**src/rtl/addr_gen_pkg.sv**
```systemverilog
// Shared types and sizing helpers for the backprop address sequencer.
package addr_gen_pkg;

  typedef enum logic [1:0] {
    S_IDLE = 2'd0,
    S_RD   = 2'd1,
    S_WR   = 2'd2,
    S_DONE = 2'd3
  } state_e;

  // Bits needed to count 0..n-1, never less than one.
  function automatic int unsigned cnt_w(input int unsigned n);
    return (n <= 2) ? 1 : $clog2(n);
  endfunction

endpackage

```
**src/rtl/addr_gen_dwell_cnt.sv**
```systemverilog
// Clearable counter flagging when it reaches a runtime limit; DOWN selects a
// count-down variant that reloads the limit on clear and flags at zero.
module addr_gen_dwell_cnt #(
  parameter int unsigned WIDTH = 2,
  parameter bit          DOWN  = 1'b0
) (
  input  logic             clk_i,
  input  logic             rst_ni,
  input  logic             en_i,
  input  logic             clr_i,
  input  logic [WIDTH-1:0] limit_i,
  output logic             at_limit_o
);

  logic [WIDTH-1:0] cnt_q;

  always_ff @(posedge clk_i) begin
    if (!rst_ni) begin
      cnt_q <= '0;
    end else if (clr_i) begin
      cnt_q <= DOWN ? limit_i : '0;
    end else if (en_i) begin
      cnt_q <= DOWN ? (cnt_q - WIDTH'(1)) : (cnt_q + WIDTH'(1));
    end
  end

  assign at_limit_o = DOWN ? (cnt_q == '0) : (cnt_q == limit_i);

endmodule

```
**src/rtl/addr_gen_bp_seq.sv**
```systemverilog
// Read-then-write address sequencer over NUM_CELL cells for NUM_STEP timesteps,
// forward or reverse, with start/busy/done handshake and write strobe.
module addr_gen_bp_seq
  import addr_gen_pkg::*;
#(
  parameter int unsigned ADDR_WIDTH = 12,
  parameter int unsigned NUM_CELL   = 8,
  parameter int unsigned NUM_STEP   = 4,
  parameter int unsigned DELAY_RD   = 3,
  parameter int unsigned DELAY_WR   = 2,
  parameter int unsigned BASE_ADDR  = 0
) (
  input  logic                  clk,
  input  logic                  rst,
  input  logic                  en,
  input  logic                  start,
  input  logic                  reverse,
  output logic [ADDR_WIDTH-1:0] o_addr,
  output logic                  o_rd,
  output logic                  o_wr_en,
  output logic                  o_busy,
  output logic                  o_done
);

  localparam int unsigned SW   = cnt_w(NUM_STEP);
  localparam int unsigned CW   = cnt_w(NUM_CELL);
  localparam int unsigned DMAX = (DELAY_RD > DELAY_WR) ? DELAY_RD : DELAY_WR;
  localparam int unsigned DW   = cnt_w(DMAX + 1);

  localparam logic [SW-1:0] LAST_STEP = SW'(NUM_STEP - 1);
  localparam logic [CW-1:0] LAST_CELL = CW'(NUM_CELL - 1);

  state_e                  state_q, state_d;
  logic [SW-1:0]           step_q, step_d;
  logic [CW-1:0]           cell_q, cell_d;
  logic                    rev_q, rev_d;
  logic [ADDR_WIDTH-1:0]   addr_q, addr_d;
  logic                    rd_q, rd_d, busy_q, busy_d, done_q, done_d;
  logic                    dw_clr, dw_inc, dw_at_limit;
  logic [DW-1:0]           dw_limit;
  logic [SW-1:0]           end_step;

  // Limit follows the current state so the first address of a phase dwells correctly.
  assign dw_limit = (state_q == S_WR) ? DW'(DELAY_WR) : DW'(DELAY_RD);
  assign end_step = rev_q ? '0 : LAST_STEP;

  addr_gen_dwell_cnt #(
    .WIDTH (DW),
    .DOWN  (1'b0)
  ) u_dwell (
    .clk_i      (clk),
    .rst_ni     (rst),
    .en_i       (dw_inc),
    .clr_i      (dw_clr),
    .limit_i    (dw_limit),
    .at_limit_o (dw_at_limit)
  );

  always_comb begin
    state_d = state_q;
    step_d  = step_q;
    cell_d  = cell_q;
    rev_d   = rev_q;
    dw_clr  = 1'b0;
    dw_inc  = 1'b0;
    if (en) begin
      case (state_q)
        S_IDLE: begin
          if (start) begin
            rev_d   = reverse;
            step_d  = reverse ? LAST_STEP : '0;
            cell_d  = '0;
            dw_clr  = 1'b1;
            state_d = S_RD;
          end
        end
        S_RD, S_WR: begin
          if (!dw_at_limit) begin
            dw_inc = 1'b1;
          end else begin
            dw_clr = 1'b1;
            if (cell_q != LAST_CELL) begin
              cell_d = cell_q + CW'(1);
            end else if (state_q == S_RD) begin
              cell_d  = '0;
              state_d = S_WR;
            end else if (step_q == end_step) begin
              state_d = S_DONE;
            end else begin
              step_d  = rev_q ? (step_q - SW'(1)) : (step_q + SW'(1));
              cell_d  = '0;
              state_d = S_RD;
            end
          end
        end
        default: state_d = S_IDLE;
      endcase
    end
    // Address is only recomputed while sequencing, so it holds through DONE/IDLE.
    if (state_d == S_RD || state_d == S_WR) begin
      addr_d = ADDR_WIDTH'(BASE_ADDR) + ADDR_WIDTH'(NUM_CELL) * ADDR_WIDTH'(step_d)
             + ADDR_WIDTH'(cell_d);
    end else begin
      addr_d = addr_q;
    end
    rd_d   = (state_d == S_RD);
    busy_d = (state_d == S_RD) || (state_d == S_WR);
    done_d = (state_d == S_DONE);
  end

  always_ff @(posedge clk) begin
    if (!rst) begin
      state_q <= S_IDLE;
      step_q  <= '0;
      cell_q  <= '0;
      rev_q   <= 1'b0;
      addr_q  <= ADDR_WIDTH'(BASE_ADDR);
      rd_q    <= 1'b0;
      busy_q  <= 1'b0;
      done_q  <= 1'b0;
    end else if (en) begin
      state_q <= state_d;
      step_q  <= step_d;
      cell_q  <= cell_d;
      rev_q   <= rev_d;
      addr_q  <= addr_d;
      rd_q    <= rd_d;
      busy_q  <= busy_d;
      done_q  <= done_d;
    end
  end

  assign o_addr  = addr_q;
  assign o_rd    = rd_q;
  assign o_busy  = busy_q;
  assign o_done  = done_q;
  assign o_wr_en = en && (state_q == S_WR) && dw_at_limit;

endmodule

```
**config.mk**
```make
export PLATFORM = sky130hd
export DESIGN_NAME = addr_gen_bp_seq
export DESIGN_NICKNAME = d
export VERILOG_FILES = /design/src/rtl/addr_gen_pkg.sv /design/src/rtl/addr_gen_dwell_cnt.sv /design/src/rtl/addr_gen_bp_seq.sv
export SDC_FILE = /design/constraint.sdc
export NUM_CORES = 1
export LEC_CHECK = 0
export ABC_CLOCK_PERIOD_IN_PS = 3200
export CORE_MARGIN = 2
export CORE_UTILIZATION = 54
export DETAILED_ROUTE_END_ITERATION = 10
export DONT_BUFFER_PORTS = 1
export PLACE_DENSITY = 0.68
export SLEW_MARGIN = 20
export SYNTH_ARGS = -nofsm -noshare
export SYNTH_HDL_FRONTEND = slang
export SYNTH_SLANG_ARGS = --single-unit
```
**constraint.sdc**
```tcl
create_clock -name clk -period 3.2 [get_ports clk]
set_clock_uncertainty 0.1 [all_clocks]
set_input_delay 0.32 -clock clk [delete_from_list [all_inputs] [get_ports clk]]
set_output_delay 0.32 -clock clk [all_outputs]
set_load 0.02 [all_outputs]
```
==> results by stage <==
Logic synthesis:
- The most used flip-flop cell after synthesis is sky130_fd_sc_hd__dfxtp_1.
- The instance count of the mapped netlist is approximately 140.
- After synthesis, the largest family of logic cells by area is simple AND/OR/NAND/NOR gates.
- The Yosys warning count is 0.
- The synthesized-area fraction occupied by and/or/nand/nor cells is ~21%.
- In this run the cell area of the synthesized design comes to 1111 um^2.
- The number of register bits inferred by synthesis is 18.
- The mux cell area share after synthesis is between 2 and 3%.
- Yosys mapped a number of flops with a built-in enable equal to 0.
- The post-synthesis share of cell area spent on full adders, half adders and majority gates is around an eighth.
- The compound-gate portion of the synthesized area is between 10% and 20%.
- Of the total synthesized cell area, the portion taken by XOR and XNOR cells is 2.365%.
- The number of distinct library cells after synthesis is 35.
- The post-synthesis async set-or-reset flop share is 0%.
- The sequential cell area fraction in the yosys report is between 30% and 40%.
- The mean area per synthesized cell is slightly above 8 um^2.

Clocking:
- The H-tree level count is 1.
- Buffers inserted to repair hold after CTS numbered 0.
- The register clock-pin slew on the reported worst setup and hold paths is 120 ps.
- The clock latency of the later-clocked register in the worst-skew pair is around 310 ps.
- The buffer type at the clock tree root is sky130_fd_sc_hd__clkbuf_4.
- TritonCTS built the clock tree.
- The count of cells resized by post-cts repair is 0.
- The clock passes through at most 2 buffers.
- The number of clock buffers added by TritonCTS is 3.
- After clock tree synthesis, the setup repair step added 0 buffers.
- CTS saw 18 sinks.

Timing:
- Static timing analysis puts the maximum clock frequency at ~0.37 GHz.
- In the final timing run, aggregate negative setup slack is 0 ps.
- The number of endpoints with negative hold slack in the final report came to 0.
- The time the worst path needs with I/O delays and setup is between 2000 and 3000 ps.
- Setup repair after global routing left no endpoint under its margin.
- The total of endpoints with negative setup slack in the final report is 0.
- In the finished design, the share of the clock period the worst path needs comes to a little over four fifths.
- The final number of max-transition violations is 0.

Final layout:
- The non-filler instance count after layout is around 160.
- The area of all sequential standard cells is around 360 um^2.
- The layout-stage area growth over the synthesis result is 2.816%.
- The fraction of layout cells with a size suffix above 1 is roughly 5.1%.
- The final layout net count is 152.
- The number of diodes added for antenna fixing is 0.
- In the layout the commonest cells are 18 x sky130_fd_sc_hd__dfxtp_1, 13 x sky130_fd_sc_hd__nand2_1, 12 x sky130_fd_sc_hd__o21ai_0, 12 x sky130_fd_sc_hd__a21oi_1.
- The library cell used most frequently in the layout, excluding fill and tap cells, is sky130_fd_sc_hd__dfxtp_1.
- Fill cells in the final layout number around 190.
- The multi-input combinational cells in the finished layout cover a total of about 660 um^2.

GRT:
- For this run the aggregate overflow at the end of global routing stands at 0.
- Entering global routing, the biggest net connects 13 pins.
- The first global-routing pass estimated between 3000 and 4000 um of wire.
- The via count of the first global-routing pass is around 840.
- The initial antenna violation count is 0.
- The total track usage is 20.84%.

Pwr:
- Summed over all cells, the static leakage comes to 0.4910 nW.
- The peak supply drop is 0.2675 mV.
- The total power of the final layout is 0.4657 mW.
- The total power divided by cell area is 407.6 nW/um^2.

Critical path:
- STA classifies the critical path startpoint as a flop.
- For the worst setup path, the data required time is between 3000 and 4000 ps.
- Together, buffers and inverters on the worst path number 2.
- On the critical path the largest part of the delay comes from simple AND/OR/NAND/NOR gates.
- The type of element capturing the critical path is a flop.
- The signal on the critical path passes through inv_1 > ha_1 > xor2_1 > buf_4 > and3_1 > a2bb2oi_1 > nand2_1 > ha_1 > and2_1 > o21ai_0 > a31oi_1.
- The critical path is of the flop to flop type.
- The arrival time at the worst endpoint is ~2800 ps.
- On the worst path, the slowest cell contributes a delay of around 400 ps.
- The master of the slowest instance on the critical path is sky130_fd_sc_hd__dfxtp_1.
- In this run the worst path has a maximum fanout of 12.
- The most numerous cell type found on the critical path is sky130_fd_sc_hd__ha_1.

Outcome:
- The run finished with clean final reports.

Floorplanning:
- For this configuration, the core starts out at a cell density of 57.22%.
- The height of the die is roughly 49 um.
- The top-level port count is 21.
- The number of cell rows is 16.
- The die outline width is between 40 and 50 um.
- The floorplan die area is ~2400 um^2.
- The standard cell core area is 1942 um^2.

Route:
- The total wire length is between 2000 and 2500 um.
- In the routed design, unresolved DRC markers number 0.
- The final routed wire length divided by cell count is about 14 um.
- The first detailed-routing pass ran for 4 iterations.
- The detail-routed via count per cell is 5.726.
- The number of routed nets with antenna violations is 0.
- For this block, the via count after detailed routing is around 940.
- The detailed router finished its first iteration with 29 violations.

Placement:
- Buffers placed on the I/O ports in this run total 0.
- The final weighted congestion in routability-driven placement is between 0.8 and 0.9.
- The HPWL after detailed placement is 1672 um.
- The total placed cells including tap cells is between 150 and 200.

Run:
- Max-cap violations in this run came to 0.

Min path:
- The path class of the tightest hold or removal check is input port to flop.
## Yosys cell counts (4+ instances only)
library cell	count	area share [%]
sky130_fd_sc_hd__clkbuf_1	5	1.7
sky130_fd_sc_hd__o21ai_0	12	5.4
sky130_fd_sc_hd__nor2_1	8	2.7
sky130_fd_sc_hd__ha_1	8	9.0
sky130_fd_sc_hd__inv_1	8	2.7
sky130_fd_sc_hd__a21oi_1	12	5.4
sky130_fd_sc_hd__buf_4	7	4.7
sky130_fd_sc_hd__dfxtp_1	18	32
sky130_fd_sc_hd__a31oi_1	6	3.4
sky130_fd_sc_hd__nand2_1	13	4.4
sky130_fd_sc_hd__nand3_1	4	1.8
## worst register-to-register path: stages, from the launching register on
cell and delay (ps):
sky130_fd_sc_hd__dfxtp_1 400, sky130_fd_sc_hd__inv_1 90, sky130_fd_sc_hd__ha_1 220, sky130_fd_sc_hd__xor2_1 130, sky130_fd_sc_hd__buf_4 180, sky130_fd_sc_hd__and3_1 200, sky130_fd_sc_hd__a2bb2oi_1 230, sky130_fd_sc_hd__nand2_1 130
sky130_fd_sc_hd__ha_1 310, sky130_fd_sc_hd__and2_1 300, sky130_fd_sc_hd__o21ai_0 130, sky130_fd_sc_hd__a31oi_1 180
## cell families after synthesis
family	Yosys count
AND/OR/NAND/NOR	43
AO/OA/AOI/OAI	38
buffers and inverters	22
flip-flops	18
adder cells (fa/ha/maj)	10
XOR/XNOR	3
multiplexers	3
other	1
## per-stage QoR
step	hold slack [ps]	worst slack (ps)	util, %	cell area, um^2
2_1_floorplan	363.9	808.0	-	1134
3_3_place_gp	360.6	663.2	56.96	1106
3_5_place_dp	369.0	626.9	56.96	1106
4_1_cts	47.72	565.1	58.83	1142
5_1_grt	56.68	281.9	58.83	1142
6_report	51.71	506.6	58.83	1142
## per-layer routing
metal	global-route usage (%)	part of all wire [%]
met5	0	0
met4	7.143	1.2
met3	4.294	4.3
met2	33.11	47
met1	27.84	47
## flip-flops by register name (all words and copies together) (netlist names)
| register | flops |
|---|---|
| o_addr | 5 |
| step_q | 2 |
| rev_q | 1 |
| o_busy | 1 |
| o_done | 1 |
| state_q | 2 |
| u_dwell.cnt_q | 2 |
| cell_q | 3 |
| o_rd | 1 |
## area by class of cell
class / count / area share (%)
Clock buffer: 4 / 3.176
Inverter: 9 / 2.957
Multi-Input combinational cell: 104 / 58.05
Sequential cell: 18 / 31.54
Tap cell: 27 / 2.957
Timing Repair Buffer: 2 / 1.314
## power by group
part | internal [mW] | switching (mW) | total (mW)
clock network | 0.0695 | 0.0770 | 0.146
logic | 0.0236 | 0.0441 | 0.0678
registers | 0.235 | 0.0168 | 0.251
## worst paths after layout
| check | from | slack, ps | cells past startpoint | end |
|---|---|---|---|---|
| setup reg to reg | state_q[0] | 510 | 11 | o_addr[4] |
| hold reg to reg | cell_q[1] | 410 | 2 | cell_q[1] |
| hold / removal | rst | 50 | 2 | cell_q[0] |
| setup / recovery | state_q[0] | 510 | 11 | o_addr[4] |
No activity file was read; power rests on OpenSTA's default activity.
